File: config.mk
export PLATFORM = sky130hd
export DESIGN_NAME = sipo_receiver
export DESIGN_NICKNAME = d
export VERILOG_FILES = /design/src/rtl/sipo_pkg.sv /design/src/rtl/sipo_receiver.sv
export SDC_FILE = /design/constraint.sdc
export NUM_CORES = 1
export LEC_CHECK = 0
export CORE_MARGIN = 2
export CORE_UTILIZATION = 30
export CTS_CLUSTER_SIZE = 16
export DETAILED_ROUTE_END_ITERATION = 8
export GPL_TIMING_DRIVEN = 0
export PLACE_DENSITY = 0.57
export SLEW_MARGIN = 5
export SYNTH_ARGS = -nofsm -noshare
export SYNTH_HDL_FRONTEND = slang
export SYNTH_SLANG_ARGS = --single-unit
File: constraint.sdc
create_clock -name clk -period 1.4 [get_ports clk]
set_input_delay 0.28 -clock clk [delete_from_list [all_inputs] [get_ports clk]]
set_output_delay 0.28 -clock clk [all_outputs]
set_load 0.05 [all_outputs]
File: src/rtl/sipo_pkg.sv
// Shared types for the serial-to-parallel receiver.
package sipo_pkg;

    typedef enum logic {
        IDLE  = 1'b0,
        SHIFT = 1'b1
    } sipo_state_t;

endpackage

File: src/rtl/sipo_receiver.sv
// Rebuilds framed serial bits into WIDTH-bit words behind a one-word holding
// register with valid/ready hand-off and a sticky overrun flag.
//
// state | meaning
// IDLE  | no partial word; only a bit carrying s_first starts a word
// SHIFT | partial word held; cnt_q = number of bits received so far
module sipo_receiver
    import sipo_pkg::*;
#(
    parameter int WIDTH     = 4,
    parameter bit MSB_FIRST = 1'b1
) (
    input  logic             clk,
    input  logic             reset,
    input  logic             s_in,
    input  logic             s_valid,
    input  logic             s_first,
    output logic [WIDTH-1:0] d_out,
    output logic             d_valid,
    input  logic             d_ready,
    output logic             overrun,
    input  logic             clr_ovr
);

    localparam int CNT_W = $clog2(WIDTH);
    localparam logic [CNT_W-1:0] LAST_BIT = CNT_W'(WIDTH - 1);

    sipo_state_t      state_q, state_d;
    logic [CNT_W-1:0] cnt_q, cnt_d;
    logic [WIDTH-1:0] sr_q, sr_d;
    logic [WIDTH-1:0] dout_q, dout_d;
    logic             d_valid_q, d_valid_d;
    logic             overrun_q, overrun_d;

    logic [WIDTH-1:0] shifted;
    logic [WIDTH-1:0] seeded;
    logic             drop;

    always_ff @(posedge clk or negedge reset) begin
        if (!reset) begin
            state_q   <= IDLE;
            cnt_q     <= '0;
            sr_q      <= '0;
            dout_q    <= '0;
            d_valid_q <= 1'b0;
            overrun_q <= 1'b0;
        end else begin
            state_q   <= state_d;
            cnt_q     <= cnt_d;
            sr_q      <= sr_d;
            dout_q    <= dout_d;
            d_valid_q <= d_valid_d;
            overrun_q <= overrun_d;
        end
    end

    // The partial word grows from the LSB end (MSB-first) or the MSB end
    // (LSB-first), so after WIDTH bits the first bit sits in its final place.
    always_comb begin
        if (MSB_FIRST) begin
            shifted = {sr_q[WIDTH-2:0], s_in};
            seeded  = {{(WIDTH-1){1'b0}}, s_in};
        end else begin
            shifted = {s_in, sr_q[WIDTH-1:1]};
            seeded  = {s_in, {(WIDTH-1){1'b0}}};
        end
    end

    always_comb begin
        state_d   = state_q;
        cnt_d     = cnt_q;
        sr_d      = sr_q;
        dout_d    = dout_q;
        d_valid_d = d_valid_q & ~d_ready;
        drop      = 1'b0;

        if (s_valid) begin
            if (s_first) begin
                sr_d    = seeded;
                cnt_d   = CNT_W'(1);
                state_d = SHIFT;
            end else if (state_q == SHIFT) begin
                if (cnt_q == LAST_BIT) begin
                    sr_d    = '0;
                    cnt_d   = '0;
                    state_d = IDLE;
                    // Free slot, or the held word leaves on this same edge.
                    if (!d_valid_q || d_ready) begin
                        dout_d    = shifted;
                        d_valid_d = 1'b1;
                    end else begin
                        drop = 1'b1;
                    end
                end else begin
                    sr_d  = shifted;
                    cnt_d = cnt_q + CNT_W'(1);
                end
            end
        end

        overrun_d = drop | (overrun_q & ~clr_ovr);
    end

    assign d_out   = dout_q;
    assign d_valid = d_valid_q;
    assign overrun = overrun_q;

endmodule

==> key figures, run 1 <==
Logic synthesis
  • Syn. warnings: 0
  • Post-synth top area share: 49.2%
  • Synth area leaders: dfrtp_1, mux2_4, ha_1
  • Main synth FF type: dfrtp_1
  • Sequential area share after synthesis: 49.2%
  • Mean Syn Cell Area: 12.5 um2
  • Synth Cell Area: 611 um2
  • Post-synthesis cell type count: 19
  • Yosys reg bits: 12
  • Area leader, netlist: dfrtp_1
  • Leading post-synthesis cells by instance count: dfrtp_1, inv_1, mux2_4, o22ai_1
  • Syn nets: 58
  • Synth Instances: 49
  • Most numerous cell in the Yosys netlist: dfrtp_1
  • Asr flop ratio synth: 100%
  • Post-synth EDFFs: 0

Floorplan
  • Die ar.: 2410 um2
  • Starting Density: 31.4%
  • Die height: 49.1 um
  • Num rows: 16
  • I/O pins: 13
  • Core box area: 1940 um2
  • Die Wd: 49.1 um

Detailed routing
  • Routed vias/inst: 4.54
  • Detailed-route via count: 431
  • Initial DRC count: 1
  • DR WL/cell: 12.2 um
  • DRC Markers: 0
  • WL final: 1.16 mm
  • Post-DRT Antenna Nets: 0
  • Initial DRT Pass Iterations: 4

Critical path
  • Startpoint types: flip-flop
  • Reg2reg setup slack: 0.05 ns
  • CP arrival: 1.51 ns
  • CP Capture Type: flip-flop
  • Largest fanout on the critical path: 4
  • Req. time, crit path: 1.56 ns
  • Worst setup path class: flip-flop to flip-flop

Clock tree
  • Worst-path clk slew: 0.08 ns
  • TritonCTS clock tree: yes
  • Num CTS Buffers: 3
  • H-tree level count: 1
  • Clk sinks: 12
  • Clock tree buffer depth: 2
  • Root Driver: clkbuf_4
  • Clock latency on the worst-skew pair: 0.27 ns

Power
  • VDD IR max: 0.896 mV
  • Pleak: 0.377 nW
  • PD cells: 1880 nW/um2

Finish
  • Fin util: 43.4%
  • Layout cells sized above 1: 38.2%
  • Area grow syn2layout: 38.1%
  • # diodes: 0
  • NumNets Final: 78

Global route
  • Initial antenna violation count: 0
  • Total GRT Usage: 10.4%
  • Largest net degree at the start of global routing: 13
  • Vias in the first global route: 387
  • First-pass GRT wire length: 1.86 mm
  • GRT Residual Overflow: 0

STA
  • Pins Over Slew Limit: 0
  • Worst Max-Slew Pin Slew: 0.556 ns
  • Final setup viols: 0
  • Rel. slew slack: 62.8%
  • Tmin final: 1.35 ns
  • Achievable frequency: 741 MHz
  • Endpoints failing hold: 0
  • Setup Skew: 0.00325 ns
  • Final TNS setup: 0 ns
  • Period utilization: 96.4%
  • Fin Hold WS: 0.362 ns

Placement
  • Placed wire-length estimate: 805 um
  • Port buffer count: 12
  • Placer Congestion: 0.723

Status
  • Outcome: complete, no violations

Run
  • MaxCap Viol Count: 0

Min path
  • Hold Crit Class: input port to async pin
sequential cells by signal, indices dropped and copies added (netlist names):
name	cells
state_q	1
sr_q	3
d_out	4
cnt_q	2
d_valid	1
overrun	1
cells by family after synthesis:
family / synth area share, %
DFF: 49.2
AOI/OAI and AO/OA: 15.2
adders and majority gates: 4.10
buffers and inverters: 7.38
muxes: 9.84
and+or+nand+nor: 14.3
metal layers:
metal | up-vias | GRT usage (%) | wire (um)
met5 | - | 0 | 0
met4 | 0 | 2.86 | 10
li1 | 213 | - | -
met1 | 205 | 12.6 | 512
met3 | 2 | 5.21 | 85
met2 | 11 | 16.0 | 549
metrics by stage:
step | std cells | cell area, um2 | total power, W | setup WS [ns]
detailed placement | 88 | 764 | 0.00127 | -0.347
global placement | 88 | 764 | 0.00125 | -0.346
global route | 95 | 843 | 0.00169 | -0.00610
floorplan | 49 | 611 | 0.00106 | 0.0309
finish | 95 | 843 | 0.00159 | 0.0503
CTS | 93 | 828 | 0.00158 | 0.0100
what timing repair did:
action | CTS | global route
hold buffers | 0 | 0
resized for setup | 22 | 0
pin swaps | 0 | 2
buffers inserted | 1 | 2
setup endpoints to repair | 10 | 4
placed cells by master (no fill, tap or decap), types with 2 or more instances in the layout:
cell type,instances
buf_4,3
buf_6,2
clkbuf_4,3
clkdlybuf4s15_2,6
clkdlybuf4s50_1,5
dfrtp_1,11
inv_1,6
mux2_4,4
nand2_1,3
nand2b_1,2
o21ai_0,3
o22ai_1,4
o32a_1,2
final cells by class:
| type | instances | area (um2) |
|---|---|---|
| well taps | 27 | 33.8 |
| flip-flops and latches | 12 | 302 |
| fillers | 203 | 1100 |
| inverters | 6 | 22.5 |
| clock buffers | 4 | 36.3 |
| plain buffers | 2 | 22.5 |
| multi-input cells | 29 | 278 |
| repair buffers | 15 | 149 |
worst paths after layout:
path | start | endpoint | cells past startpoint
min in group clk | sr_q[1] | d_out[2] | 1
worst max-delay path | cnt_q[0] | d_out[2] | 4
worst max register to register | cnt_q[0] | d_out[2] | 4
worst min-delay path | reset | sr_q[0] | 1
worst min register to register | sr_q[1] | d_out[2] | 1
max in group asynchronous | reset | cnt_q[0] | 1
worst max-delay path, cell delays in order (launching register included):
cell,delay [ns]
dfrtp_2,0.41
ha_4,0.18
nand4b_4,0.11
nor2b_4,0.22
mux2_4,0.32
where the power goes:
part / switching [W] / total [W] / internal, W / leakage [nW]
registers: 0.0000798 / 0.000542 / 0.000462 / 0.153
clock network: 0.000116 / 0.000274 / 0.000158 / 0.0210
logic: 0.000417 / 0.000769 / 0.000353 / 0.203
total: 0.000613 / 0.00159 / 0.000973 / 0.377
Note: power is estimated with default switching activity, not from simulation.
==> inputs of run 2 (changes only) <==
Settings changed: PLACE_DENSITY 0.57 to unset.
==> run 2 against run 1 <==
Fmax up 1.6%. Critical endpoint is now d_out[1]. Worst setup slack better by 0.021 ns. Via count up 0.46%. Routed wire length down 2.0%. Sequential share of layout area down 0.41 points. Sequential power down 2%. Highest routed layer is now met3. Hold slack worse by 0.010 ns. Clock skew about the same. Final area up 0.74%.
==> key figures, run 2 (same netlist as run 1, synthesis figures left out) <==
Status
  • Outcome: complete, no violations (unchanged)

STA
  • Rel. slew slack: 63.8% (was 62.8%)
  • Tmin final: 1.33 ns (was 1.35 ns)
  • Fin Hold WS: 0.352 ns (was 0.362 ns)
  • Pins Over Slew Limit: 0 (unchanged)
  • Endpoints failing hold: 0 (unchanged)
  • Final TNS setup: 0 ns (unchanged)
  • Period utilization: 94.9% (was 96.4%)
  • Achievable frequency: 753 MHz (was 741 MHz)
  • Worst Max-Slew Pin Slew: 0.541 ns (was 0.556 ns)
  • Setup Skew: 0.00315 ns (was 0.00325 ns)
  • Post-layout worst setup margin: 0.0715 ns (was 0.0503 ns)
  • Final setup viols: 0 (unchanged)

Clock tree
  • TritonCTS clock tree: yes (unchanged)
  • Clk sinks: 12 (unchanged)
  • H-tree level count: 1 (unchanged)
  • Num CTS Buffers: 3 (unchanged)
  • Cts-stage hold buffer count: 0 (unchanged)
  • Clock tree buffer depth: 2 (unchanged)
  • Root Driver: clkbuf_4 (unchanged)
  • Worst-path clk slew: 0.08 ns (about the same)
  • Clock latency on the worst-skew pair: 0.27 ns (about the same)

Finish
  • FILL cells: 191 (was 203)
  • Most frequent cells in the layout: dfrtp_1, inv_1, clkdlybuf4s15_2, clkdlybuf4s50_1 (unchanged)
  • NumNets Final: 79 (was 78)
  • Area grow syn2layout: 39.1% (was 38.1%)
  • Max reg flops: 4 (unchanged)
  • Most common cell after layout, fill and taps aside: dfrtp_1 (unchanged)
  • Fin util: 43.8% (was 43.4%)
  • Layout cells sized above 1: 37.7% (was 38.2%)
  • # diodes: 0 (unchanged)
  • Finished Layout Cells: 96 (was 95)

Run
  • MaxCap Viol Count: 0 (unchanged)

Detailed routing
  • Initial DRC count: 8 (was 1)
  • Detailed-route via count: 433 (was 431)
  • Routed vias/inst: 4.51 (was 4.54)
  • DR WL/cell: 11.8 um (was 12.2 um)
  • DRC Markers: 0 (unchanged)
  • Initial DRT Pass Iterations: 4 (unchanged)
  • WL final: 1.13 mm (was 1.16 mm)
  • Post-DRT Antenna Nets: 0 (unchanged)

Power
  • VDD IR max: 0.759 mV (was 0.896 mV)
  • PD cells: 1890 nW/um2 (was 1880 nW/um2)
  • Pleak: 0.384 nW (was 0.377 nW)

Critical path
  • Startpoint types: input port (was flip-flop)
  • Worst setup path class: input port to flip-flop (was flip-flop to flip-flop)
  • Largest fanout on the critical path: 4 (unchanged)
  • CP arrival: 1.49 ns (was 1.51 ns)
  • Critical path's top delay family: buffers and inverters (was flip-flops)
  • Crit path buf inv count: 1 (was 0)
  • CP Cell Sequence: clkdlybuf4s50_1 > nand4b_4 > nor2b_4 > mux2_4 (was ha_4 > nand4b_4 > nor2b_4 > mux2_4)
  • CP Capture Type: flip-flop (unchanged)
  • Critical path's slowest cell: clkdlybuf4s50_1 (was dfrtp_2)
  • Req. time, crit path: 1.56 ns (about the same)
  • Worst path max stage delay: 0.54 ns (was 0.41 ns)

Placement
  • Pre-CTS setup slack: -0.354 ns (was -0.347 ns)
  • Placer Congestion: 0.766 (was 0.723)
  • Port buffer count: 12 (unchanged)
  • Placed wire-length estimate: 786 um (was 805 um)
  • Placed Cells: 88 (unchanged)

Floorplan
  • Num rows: 16 (unchanged)
  • Core box area: 1940 um2 (unchanged)
  • I/O pins: 13 (unchanged)
  • Die height: 49.1 um (unchanged)
  • Die ar.: 2410 um2 (unchanged)
  • Starting Density: 31.4% (unchanged)
  • Die Wd: 49.1 um (unchanged)

Min path
  • Hold Crit Class: input port to async pin (unchanged)

Global route
  • Initial antenna violation count: 0 (unchanged)
  • Largest net degree at the start of global routing: 13 (unchanged)
  • GRT Residual Overflow: 0 (unchanged)
  • Total GRT Usage: 10.3% (was 10.4%)
  • Met2 Resource Use GR: 15.1% (was 16.0%)
  • Vias in the first global route: 395 (was 387)
  • M1 GR Usage: 12.8% (was 12.6%)
  • Met3 GRT Util: 5.21% (unchanged)
  • GRT Max-Usage Layer: met2 (unchanged)
  • First-pass GRT wire length: 1.88 mm (was 1.86 mm)
[run 2: cell count changes in the layout (fill, tap and decap cells not counted)]
cell and delta:
buf_4 +1, dfrtp_1 +1, dfrtp_2 -1
[run 2: worst paths after layout]
| kind | startpoint | end | slack, ns | depth (start not counted) |
|---|---|---|---|---|
| worst max-delay path | s_valid | d_out[1] | 0.07 | 4 |
| max in group asynchronous | reset | d_out[1] | 0.69 | 1 |
| worst max register to register | cnt_q[1] | d_out[1] | 0.07 | 4 |
| min in group clk | s_first | sr_q[1] | 0.50 | 2 |
| worst min-delay path | reset | sr_q[0] | 0.35 | 1 |
| worst min register to register | d_out[1] | d_out[1] | 0.52 | 1 |
[run 2: through the flow]
step,cell area (um2),power (W)
detailed placement,764,0.00126
global placement,764,0.00125
global route,850,0.00171
floorplan,611,0.00106
CTS,835,0.00160
finish,850,0.00161
[run 2: layer usage]
layer / wire length (um) / share of wire (%) / vias up
met5: 0 / 0 / -
met4: 0 / 0 / 0
met3: 71 / 6.3 / 0
met2: 566 / 50 / 11
met1: 496 / 44 / 207
li1: - / - / 215
[run 2: where the power goes]
group | switching (W) | internal (W)
combinational | 0.000424 | 0.000370
clock | 0.000124 | 0.000158
sequential | 0.0000720 | 0.000460
[run 2: timing repair]
item / in CTS / in global routing
setup endpoints to repair: 10 / 4
pin swaps: 0 / 2
gates resized for setup: 21 / 0
buffers inserted: 2 / 2
[run 2: area by class of cell]
cell class,instances,area [um2],area share [%]
clock buffers,4,36.3,4.27
well taps,27,33.8,3.98
multi-input cells,29,278,32.7
plain buffers,2,22.5,2.65
inverters,6,22.5,2.65
flip-flops and latches,12,300,35.3
repair buffers,16,156,18.4
[run 2: worst reg2reg max path, cell delays in order, from the launching register on]
cell	delay (ns)
dfrtp_1	0.39
ha_4	0.18
nand4b_4	0.11
nor2b_4	0.22
mux2_4	0.32
==> inputs of run 3 (changes only) <==
Settings changed: CTS_CLUSTER_DIAMETER set to 40.
==> results of run 3 <==
No change in the layout: final DEF, timing and power equal those of run 2.
